File: src/rtl/lru_matrix_tracker.sv
// Matrix-LRU replacement tracker for one cache set, with a registered victim way.
// Optional LRU_WAY_LOCK_EN adds lock_mask; locked ways are never offered as the victim.
module lru_matrix_tracker #(
    parameter  int WAYS  = 4,
    localparam int WAY_W = $clog2(WAYS)
) (
    input  logic             clk,
    input  logic             reset,
    input  logic             access_valid,
    input  logic [WAY_W-1:0] access_way,
    input  logic             access_fill,
    input  logic             inval_valid,
    input  logic [WAY_W-1:0] inval_way,
`ifdef LRU_WAY_LOCK_EN
    input  logic [WAYS-1:0]  lock_mask,
`endif
    output logic [WAY_W-1:0] victim_way,
    output logic             victim_valid,
    output logic             all_valid
);

    // Handshake: no back-pressure. access_valid and inval_valid are each taken
    // in the cycle they are high; effects show on victim_way/all_valid after that edge.

    logic [WAYS-1:0] mat_q [WAYS];
    logic [WAYS-1:0] mat_d [WAYS];
    logic [WAYS-1:0] valid_q;
    logic [WAYS-1:0] valid_d;
    logic [WAYS-1:0] locked;
    logic            acc_en;
    logic            inv_en;
    logic            all_locked;
    logic [WAY_W-1:0] victim_d;

`ifdef LRU_WAY_LOCK_EN
    assign locked = lock_mask;
`else
    assign locked = '0;
`endif

    assign all_locked = &locked;
    assign acc_en = access_valid && (int'(access_way) < WAYS);
    // A same-way invalidate is dropped so the access alone decides the result.
    assign inv_en = inval_valid && (int'(inval_way) < WAYS)
                    && !(acc_en && (access_way == inval_way));

    always_comb begin
        valid_d = valid_q;
        for (int i = 0; i < WAYS; i++) begin
            mat_d[i] = mat_q[i];
        end
        if (inv_en) begin
            for (int i = 0; i < WAYS; i++) begin
                if (i == int'(inval_way)) begin
                    valid_d[i] = 1'b0;
                end
                for (int j = 0; j < WAYS; j++) begin
                    if (i == int'(inval_way)) mat_d[i][j] = 1'b0;
                    if (j == int'(inval_way)) mat_d[i][j] = 1'b1;
                end
            end
        end
        if (acc_en) begin
            for (int i = 0; i < WAYS; i++) begin
                if (i == int'(access_way) && access_fill) begin
                    valid_d[i] = 1'b1;
                end
                for (int j = 0; j < WAYS; j++) begin
                    if (i == int'(access_way)) mat_d[i][j] = 1'b1;
                    if (j == int'(access_way)) mat_d[i][j] = 1'b0;
                end
            end
        end
        for (int i = 0; i < WAYS; i++) begin
            mat_d[i][i] = 1'b0;
        end
    end

    // Victim: lowest eligible invalid way first, otherwise the oldest eligible way.
    always_comb begin
        logic found;
`ifdef LRU_WAY_LOCK_EN
        int best_cnt;
        best_cnt = WAYS + 1;
`endif
        victim_d = '0;
        found    = 1'b0;
        for (int i = 0; i < WAYS; i++) begin
            if (!found && !valid_d[i] && !locked[i]) begin
                victim_d = WAY_W'(i);
                found    = 1'b1;
            end
        end
`ifdef LRU_WAY_LOCK_EN
        for (int i = 0; i < WAYS; i++) begin
            if (!found && !locked[i] && ($countones(mat_d[i]) < best_cnt)) begin
                victim_d = WAY_W'(i);
                best_cnt = $countones(mat_d[i]);
            end
        end
`else
        for (int i = 0; i < WAYS; i++) begin
            if (!found && (mat_d[i] == '0)) begin
                victim_d = WAY_W'(i);
                found    = 1'b1;
            end
        end
`endif
    end

    always_ff @(posedge clk or posedge reset) begin
        if (reset) begin
            for (int i = 0; i < WAYS; i++) begin
                for (int j = 0; j < WAYS; j++) begin
                    mat_q[i][j] <= (j < i);
                end
            end
            valid_q      <= '0;
            victim_way   <= '0;
            victim_valid <= 1'b0;
            all_valid    <= 1'b0;
        end else begin
            for (int i = 0; i < WAYS; i++) begin
                mat_q[i] <= mat_d[i];
            end
            valid_q      <= valid_d;
            all_valid    <= &valid_d;
            victim_valid <= !all_locked;
            if (!all_locked) begin
                victim_way <= victim_d;
            end
        end
    end

endmodule

File: config.mk
export PLATFORM = sky130hd
export DESIGN_NAME = lru_matrix_tracker
export DESIGN_NICKNAME = d
export VERILOG_FILES = /design/src/rtl/lru_matrix_tracker.sv
export SDC_FILE = /design/constraint.sdc
export NUM_CORES = 1
export LEC_CHECK = 0
export CAP_MARGIN = 20
export CORE_ASPECT_RATIO = 1.5
export CORE_UTILIZATION = 30
export DETAILED_ROUTE_END_ITERATION = 7
export MAX_ROUTING_LAYER = met4
export SKIP_CTS_REPAIR_TIMING = 1
export SLEW_MARGIN = 5
export SYNTH_ARGS = -nofsm -noshare
export SYNTH_HDL_FRONTEND = slang
export SYNTH_SLANG_ARGS = --single-unit
File: constraint.sdc
create_clock -name clk -period 2.35 [get_ports clk]
set_clock_uncertainty 0.2 [all_clocks]
set_input_delay 0.47 -clock clk [delete_from_list [all_inputs] [get_ports clk]]
set_output_delay 0.47 -clock clk [all_outputs]
set_load 0.005 [all_outputs]
Word level (Yosys, flattened, before mapping)
Cells that the tools add are included.

Output and inout bits: 4. Word-level logic and storage cells: 127. Bits in registers: 20. Input port bits: 9.

Multiplexer cells: 82. Reduce and logical (&&, ||, !) cells: 30. Equality and inequality tests: 7.

Operators with widths (number): two-way mux 1 bit (72); two-way mux 16 bit (2); logical NOT 4 bit (4); logical AND 1 bit (13); two-way mux 2 bit (6); logical NOT 1 bit (10); equality test 2 bit (first input constant) (4); two-way mux 4 bit (2); equality test 1 x 2 -> 1 bit (first input constant) (2); logical NOT 2 bit (2); AND reduction 4 bit (1); equality test 2 bit (1).

Depth between registers and ports, before layout
Gate-level depths: netlist of run 1.

Word-level depth: 28. Gate-level depth with buffers: 7.

Least setup slack after synthesis of run 1
OpenSTA, ideal clock, no wires.

Kind: input to register. Start: input inval_way[0]. End: register victim_way[1]. Buffers on the path: 1. Required time: 2051 ps. Setup slack: 242 ps. Stages on the path: 7. Data arrival time: 1809 ps. Cell sequence: buf_4 -> and3_1 -> a221oi_1 -> nor2b_1 -> o22ai_1 -> a211o_1 -> a311oi_1.

Word-level cells in the longest chain between the ends: 28.

Ends and longest elaborated chain: start: declaration (line 13) `input logic [WAY_W-1:0] inval_way,`; equality test 2 bit (line 45) `&& !(acc_en && (access_way == inval_way));`; logical AND 1 bit (line 45); logical NOT 1 bit (line 45); logical AND 1 bit (line 45); two-way mux 4 bit (line 52) `if (inv_en) begin`; two-way mux 1 bit (line 65) `if (i == int'(access_way) && access_fill) begin`; two-way mux 4 bit (line 63) `if (acc_en) begin`; logical NOT 1 bit (line 89) `if (!found && !valid_d[i] && !locked[i]) begin`; [... 13 more ...]; two-way mux 1 bit (line 103) `if (!found && (mat_d[i] == '0)) begin`; logical NOT 1 bit (line 103); logical AND 1 bit (line 103); two-way mux 1 bit (line 103); logical NOT 1 bit (line 103); logical AND 1 bit (line 103); two-way mux 2 bit * (line 103); net victim_d[1] (line 33) `logic [WAY_W-1:0] victim_d;`; end signal: assignment (line 130) `victim_way <= victim_d;`; end: declaration (line 17) `output logic [WAY_W-1:0] victim_way,`.

The timed path passes the listed nets; every way through them passes the cells marked *.

==> flow_summary.ini, run 1 <==
[grt]
met3_usage_pct = 1.786
grt_antenna_before_repair = 0
gr-max-usage-layer = met2
grt_pass1_wl_mm = 5.016
overflow = 0
use_met2_pct = 30.13
grt_max_degree = 20
grt_pass1_vias = 1104
grt_usage_pct = 17.06
use_met1_pct = 19.78

[yosys]
avgSynthCellArea_um2 = 9.772
synth_edf_count = 0
yosysSeqAreaShare_pct = 44.81
yosysWarnings = 0
syn_nets = 125
async_flop_share_pct = 100.0
ys_ff_latch = 20
synthCells = 116
yosysUniqueCellTypes = 48
ys.flop_type = dfrtp_1
synth_area_um2 = 1134

[sta]
setup_ws_ns = 0.1298
period_share_pct = 94.48
finalHoldWorstSlack_ns = 0.1432
fin_crit_ns = 2.220
max_freq_ghz = 0.4504
final_max_slew_viol_count = 0
setup_viol = 0
fin_tns_setup_ns = 0
relSlewSlack_pct = 66.12
max_slew.worst_pin.slew_ns = 0.5051
finalHoldViolations = 0

[power_and_ir_drop]
clockPowerShare_pct = 31.4
powerDensity_nw_per_um2 = 621.2
switchingPower_mw = 0.3027
p_seq_share_pct = 38.1
swShare_pct = 27.10
combPwrFrac_pct = 30.5
peakVddDrop_uv = 509.6
leakage_nw = 0.8780
internal_power_mw = 0.8142

[place]
portBuffers = 12
gp_congestion = 0.8483
dpl_worst_slack_ns = -0.5986
dp_hpwl_mm = 2.388
dp.cells = 207

[routing]
dr.pass1.iters = 4
drc = 0
wl_per_cell_um = 15.73
ant_nets = 0
routed_wirelength_mm = 3.382
avgViaCountPerCell = 5.191
drt_iter0_markers = 27
vias = 1116

[floorplan]
die_h_um = 77.29
start_util_pct = 31.07
io_pins = 13
dieArea_um2 = 4034
dieWidth_um = 52.19
num_rows = 27
core_um2 = 3649

[final_layout]
final_cell_mix = 43 x buf_4, 14 x dfrtp_1, 11 x nand2_1
final_common_cell = buf_4
drive_above_1_share_pct = 45.35
fin_util_pct = 49.28
syn_to_final_growth_pct = 58.61
antenna_cells = 0
final_nets = 182
finalNonFillerCells = 215
fill_cells = 344

[worst_setup_path]
cp.required_ns = 2.32
crit_fanout = 6
critPathTopFamily = compound AO/OA/AOI/OAI gates
ff2ff_setup_slack_ns = 0.36
path_buf_inv = 2
cpMaxStageDelayCell = a21oi_1
cp-start-kind = input pin
cp-end-kind = flip-flop
worstSetupPathType = in -> reg
critPathArrivalTime_ns = 2.19
slowest_delay_ns = 0.39
path_common_cell = a21oi_1
crit_chain = dlymetal6s2s_1 > buf_4 > nor3b_2 > a21oi_1 > a21oi_1 > a2111oi_4 > a211o_1 > a311oi_2

[run]
maxCapViolations = 0

[clock_network]
cts.clk_slew.worst_paths_ns = 0.08
cts_buffer_depth = 2
h-tree-depth = 1
clock-root-buffer = clkbuf_8
numCtsBuffers = 3
cts.sinks = 20
cts_tree = yes
clk_latency_ns = 0.26

[outcome]
status = finished clean

[min_path]
hold_path_class = in -> async
==> final cells by class <==
class | count | area [µm²] | share of cell area [%]
inverters | 4 | 15.01 | 0.8351
clock buffers | 3 | 41.29 | 2.296
multi-input cells | 86 | 664.4 | 36.95
well taps | 43 | 53.80 | 2.992
flip-flops and latches | 20 | 508.0 | 28.25
clock inverters | 1 | 30.03 | 1.670
repair buffers | 58 | 485.5 | 27.00
==> cells in the mapped netlist, drive strengths merged (2+ instances only) <==
library cell | count | area (µm²)
dfrtp | 14 | 350.3
nand2 | 12 | 47.55
a21oi | 8 | 40.04
dfstp | 6 | 157.7
nand2b | 6 | 37.54
nor2 | 6 | 22.52
o21ai | 6 | 30.03
buf | 5 | 32.53
inv | 4 | 15.01
nand3b | 3 | 26.27
a211o | 2 | 17.52
a211oi | 2 | 15.01
a21boi | 2 | 18.77
a22oi | 2 | 15.01
and2b | 2 | 15.01
and3 | 2 | 12.51
nand3 | 2 | 15.01
nor2b | 2 | 12.51
nor3b | 2 | 25.02
o221ai | 2 | 30.03
o22ai | 2 | 12.51
o2bb2ai | 2 | 17.52
o31ai | 2 | 15.01
==> metal layers <==
metal | wire (µm) | share of wire, %
met5 | 0 | 0
met4 | 89 | 2.6
met3 | 106 | 3.1
met2 | 1824 | 54
met1 | 1361 | 40
==> metrics by stage <==
| step | total power [mW] | instance area [µm²] |
|---|---|---|
| 2_1_floorplan | 0.5686 | 1134 |
| 3_3_place_gp | 0.7214 | 1587 |
| 3_5_place_dp | 0.7260 | 1587 |
| 4_1_cts | 1.079 | 1658 |
| 5_1_grt | 1.171 | 1798 |
| 6_report | 1.117 | 1798 |
==> power by group through the flow <==
stage / Sequential, mW / Combinational, mW / Clock (mW)
6_report: 0.425 / 0.341 / 0.351
5_1_grt: 0.430 / 0.369 / 0.371
4_1_cts: 0.423 / 0.299 / 0.356
3_5_place_dp: 0.430 / 0.296 / 0
3_3_place_gp: 0.428 / 0.294 / 0
2_1_floorplan: 0.423 / 0.145 / 0
==> flip-flops by register name, indices dropped and copies added (netlist names) <==
name          cells
mat_q            12
valid_q           4
victim_way        2
all_valid         1
victim_valid      1
==> worst reg2reg max path: stages, from the launching register on <==
cell and delay (ns):
dfstp_2 0.39, a21boi_2 0.17, o221ai_2 0.18, nand3_2 0.10
or3_1 0.37, a211o_1 0.28, a311oi_2 0.21
==> final timing paths <==
path	from	endpoint	cells past startpoint
min	reset	victim_valid	2
max	inval_way[0]	victim_way[1]	8
max in group asynchronous	reset	mat_q[5]	3
min in group clk	mat_q[11]	mat_q[11]	2
min reg2reg	mat_q[11]	mat_q[11]	2
max reg2reg	mat_q[0]	victim_way[1]	6
==> kinds of logic (layout without fill, tap and decap cells) <==
kind of cell | Yosys count | after routing | synth area share [%]
other cells | 1 | 1 | 0.3308
compound gates | 38 | 38 | 24.61
flops | 20 | 20 | 44.81
simple gates | 47 | 47 | 25.72
buf+inv | 10 | 66 | 4.525
Power figures use the tool's default switching activity.
==> run 2, diff against run 1 <==
- CTS_CLUSTER_SIZE: default -> 24
- TNS_END_PERCENT: default -> 5
==> results of run 2 <==
The final DEF is identical to that of run 1; final timing and power are the same.
==> run 3, diff against run 2 <==
- CELL_PAD_IN_SITES_DETAIL_PLACEMENT: default -> 0
- CELL_PAD_IN_SITES_GLOBAL_PLACEMENT: default -> 1
- CTS_CLUSTER_DIAMETER: default -> 80
- PLACE_DENSITY_LB_ADDON: default -> 0.1
==> run 3 against run 2 <==
Compared with the run above:
- final area decreased by 1.5%
- die area did not move
- global-route usage grew 1.7 points
- core utilization is 0.75 points lower
- critical endpoint unchanged
- critical path depth is the same
- maximum frequency is 2.7% higher
- sequential share of layout area rose by 0.44 points
- final cell count grew 0.47%
- wire length increased by 4.0%
==> flow_summary.ini, run 3 (same netlist as run 1, synthesis figures left out) <==
[power_and_ir_drop]
peakVddDrop_uv = 366.4
finalPower_mw = 1.024
leakage_nw = 0.8729
powerDensity_nw_per_um2 = 578.5

[sta]
max_freq_ghz = 0.4624
finalHoldWorstSlack_ns = 0.3348
rsz0062_at_grt = no
finalHoldViolations = 0
setup_viol = 0
period_share_pct = 92.03
fin_tns_setup_ns = 0
final_max_slew_viol_count = 0
fin_crit_ns = 2.163

[floorplan]
core_um2 = 3649
dieArea_um2 = 4034
dieWidth_um = 52.19
io_pins = 13
num_rows = 27
die_h_um = 77.29
start_util_pct = 31.07

[place]
dp_hpwl_mm = 2.581
gp_congestion = 0.8038
dp.cells = 211
dpl-instance-area_um2 = 1629
portBuffers = 12

[grt]
overflow = 0
grt_pass1_wl_mm = 5.388
grt_usage_pct = 18.79
grt_max_degree = 21
grt_antenna_before_repair = 0
grt_pass1_vias = 1101

[routing]
avgViaCountPerCell = 5.176
vias = 1118
drc = 0
ant_nets = 0
wl_per_cell_um = 16.29
drt_iter0_markers = 20
routed_wirelength_mm = 3.518
dr.pass1.iters = 4

[worst_setup_path]
worstSetupPathType = in -> reg
cp.required_ns = 2.31
critPathArrivalTime_ns = 2.13
crit_fanout = 7
cp-end-kind = flip-flop
cp-start-kind = input pin

[clock_network]
cts_tree = yes
cts_buffer_depth = 2
clock-root-buffer = clkbuf_8
cts.sinks = 20
h-tree-depth = 1
numCtsBuffers = 3
clk_latency_ns = 0.26
cts.clk_slew.worst_paths_ns = 0.08

[outcome]
status = finished clean

[final_layout]
final_common_cell = buf_4
syn_to_final_growth_pct = 56.18
regMostFlops = mat_q
antenna_cells = 0
finalNonFillerCells = 216
fill_cells = 359
final_nets = 183
largest_registers = mat_q: 12 flops, valid_q: 4 flops, victim_way: 2 flops
final_cell_mix = 45 x buf_4, 14 x dfrtp_1, 11 x nand2_1
final_area_um2 = 1770
largest_register_ffs = 12
drive_above_1_share_pct = 43.35

[run]
maxCapViolations = 0

[min_path]
hold_path_class = in -> async
## run 3: per-layer routing
metal,vias to the layer above,GRT usage (%),part of all wire [%]
met1,559,22.83,41
met4,0,4.737,0.65
met3,2,1.984,2.2
met5,-,-,0
met2,18,32.31,56
li1,539,-,-
## run 3: worst paths after layout
check / from / end / slack, ns / cells after the start
worst max-delay path: inval_way[1] / victim_way[1] / 0.19 / 8
worst min-delay path: reset / mat_q[13] / 0.33 / 3
worst max register to register: mat_q[0] / victim_way[1] / 0.30 / 6
worst min register to register: mat_q[11] / mat_q[11] / 0.39 / 2
max in group asynchronous: reset / mat_q[0] / 1.34 / 3
min in group clk: mat_q[11] / mat_q[11] / 0.39 / 2
## run 3: stage by stage
step	utilization (%)	setup slack, ns
finish	48.53	0.1873
global route	48.53	0.09431
CTS	46.16	-0.2285
detailed placement	44.65	-0.4740
global placement	44.65	-0.4988
floorplan	-	0.2418
## run 3: where the power goes
part	internal [mW]	leakage (nW)	switching (mW)	total, mW
clock	0.149	0.0288	0.117	0.266
sequential	0.401	0.235	0.0223	0.424
combinational	0.186	0.609	0.148	0.334
total	0.737	0.873	0.287	1.02
## run 3: worst max-delay path: stages
cell and delay, ns:
dlymetal6s2s_1 0.19, buf_4 0.18, nor3b_2 0.29, a21oi_1 0.07, a21oi_1 0.29, a2111oi_1 0.11
a211o_1 0.26, a311oi_2 0.27
## run 3: cell type report
class | count | area (µm²) | share of cell area [%]
inverters | 4 | 15.01 | 0.8481
flip-flops and latches | 20 | 508.0 | 28.69
multi-input cells | 86 | 620.6 | 35.05
repair buffers | 59 | 518.0 | 29.26
well taps | 43 | 53.80 | 3.039
clock buffers | 4 | 55.05 | 3.110
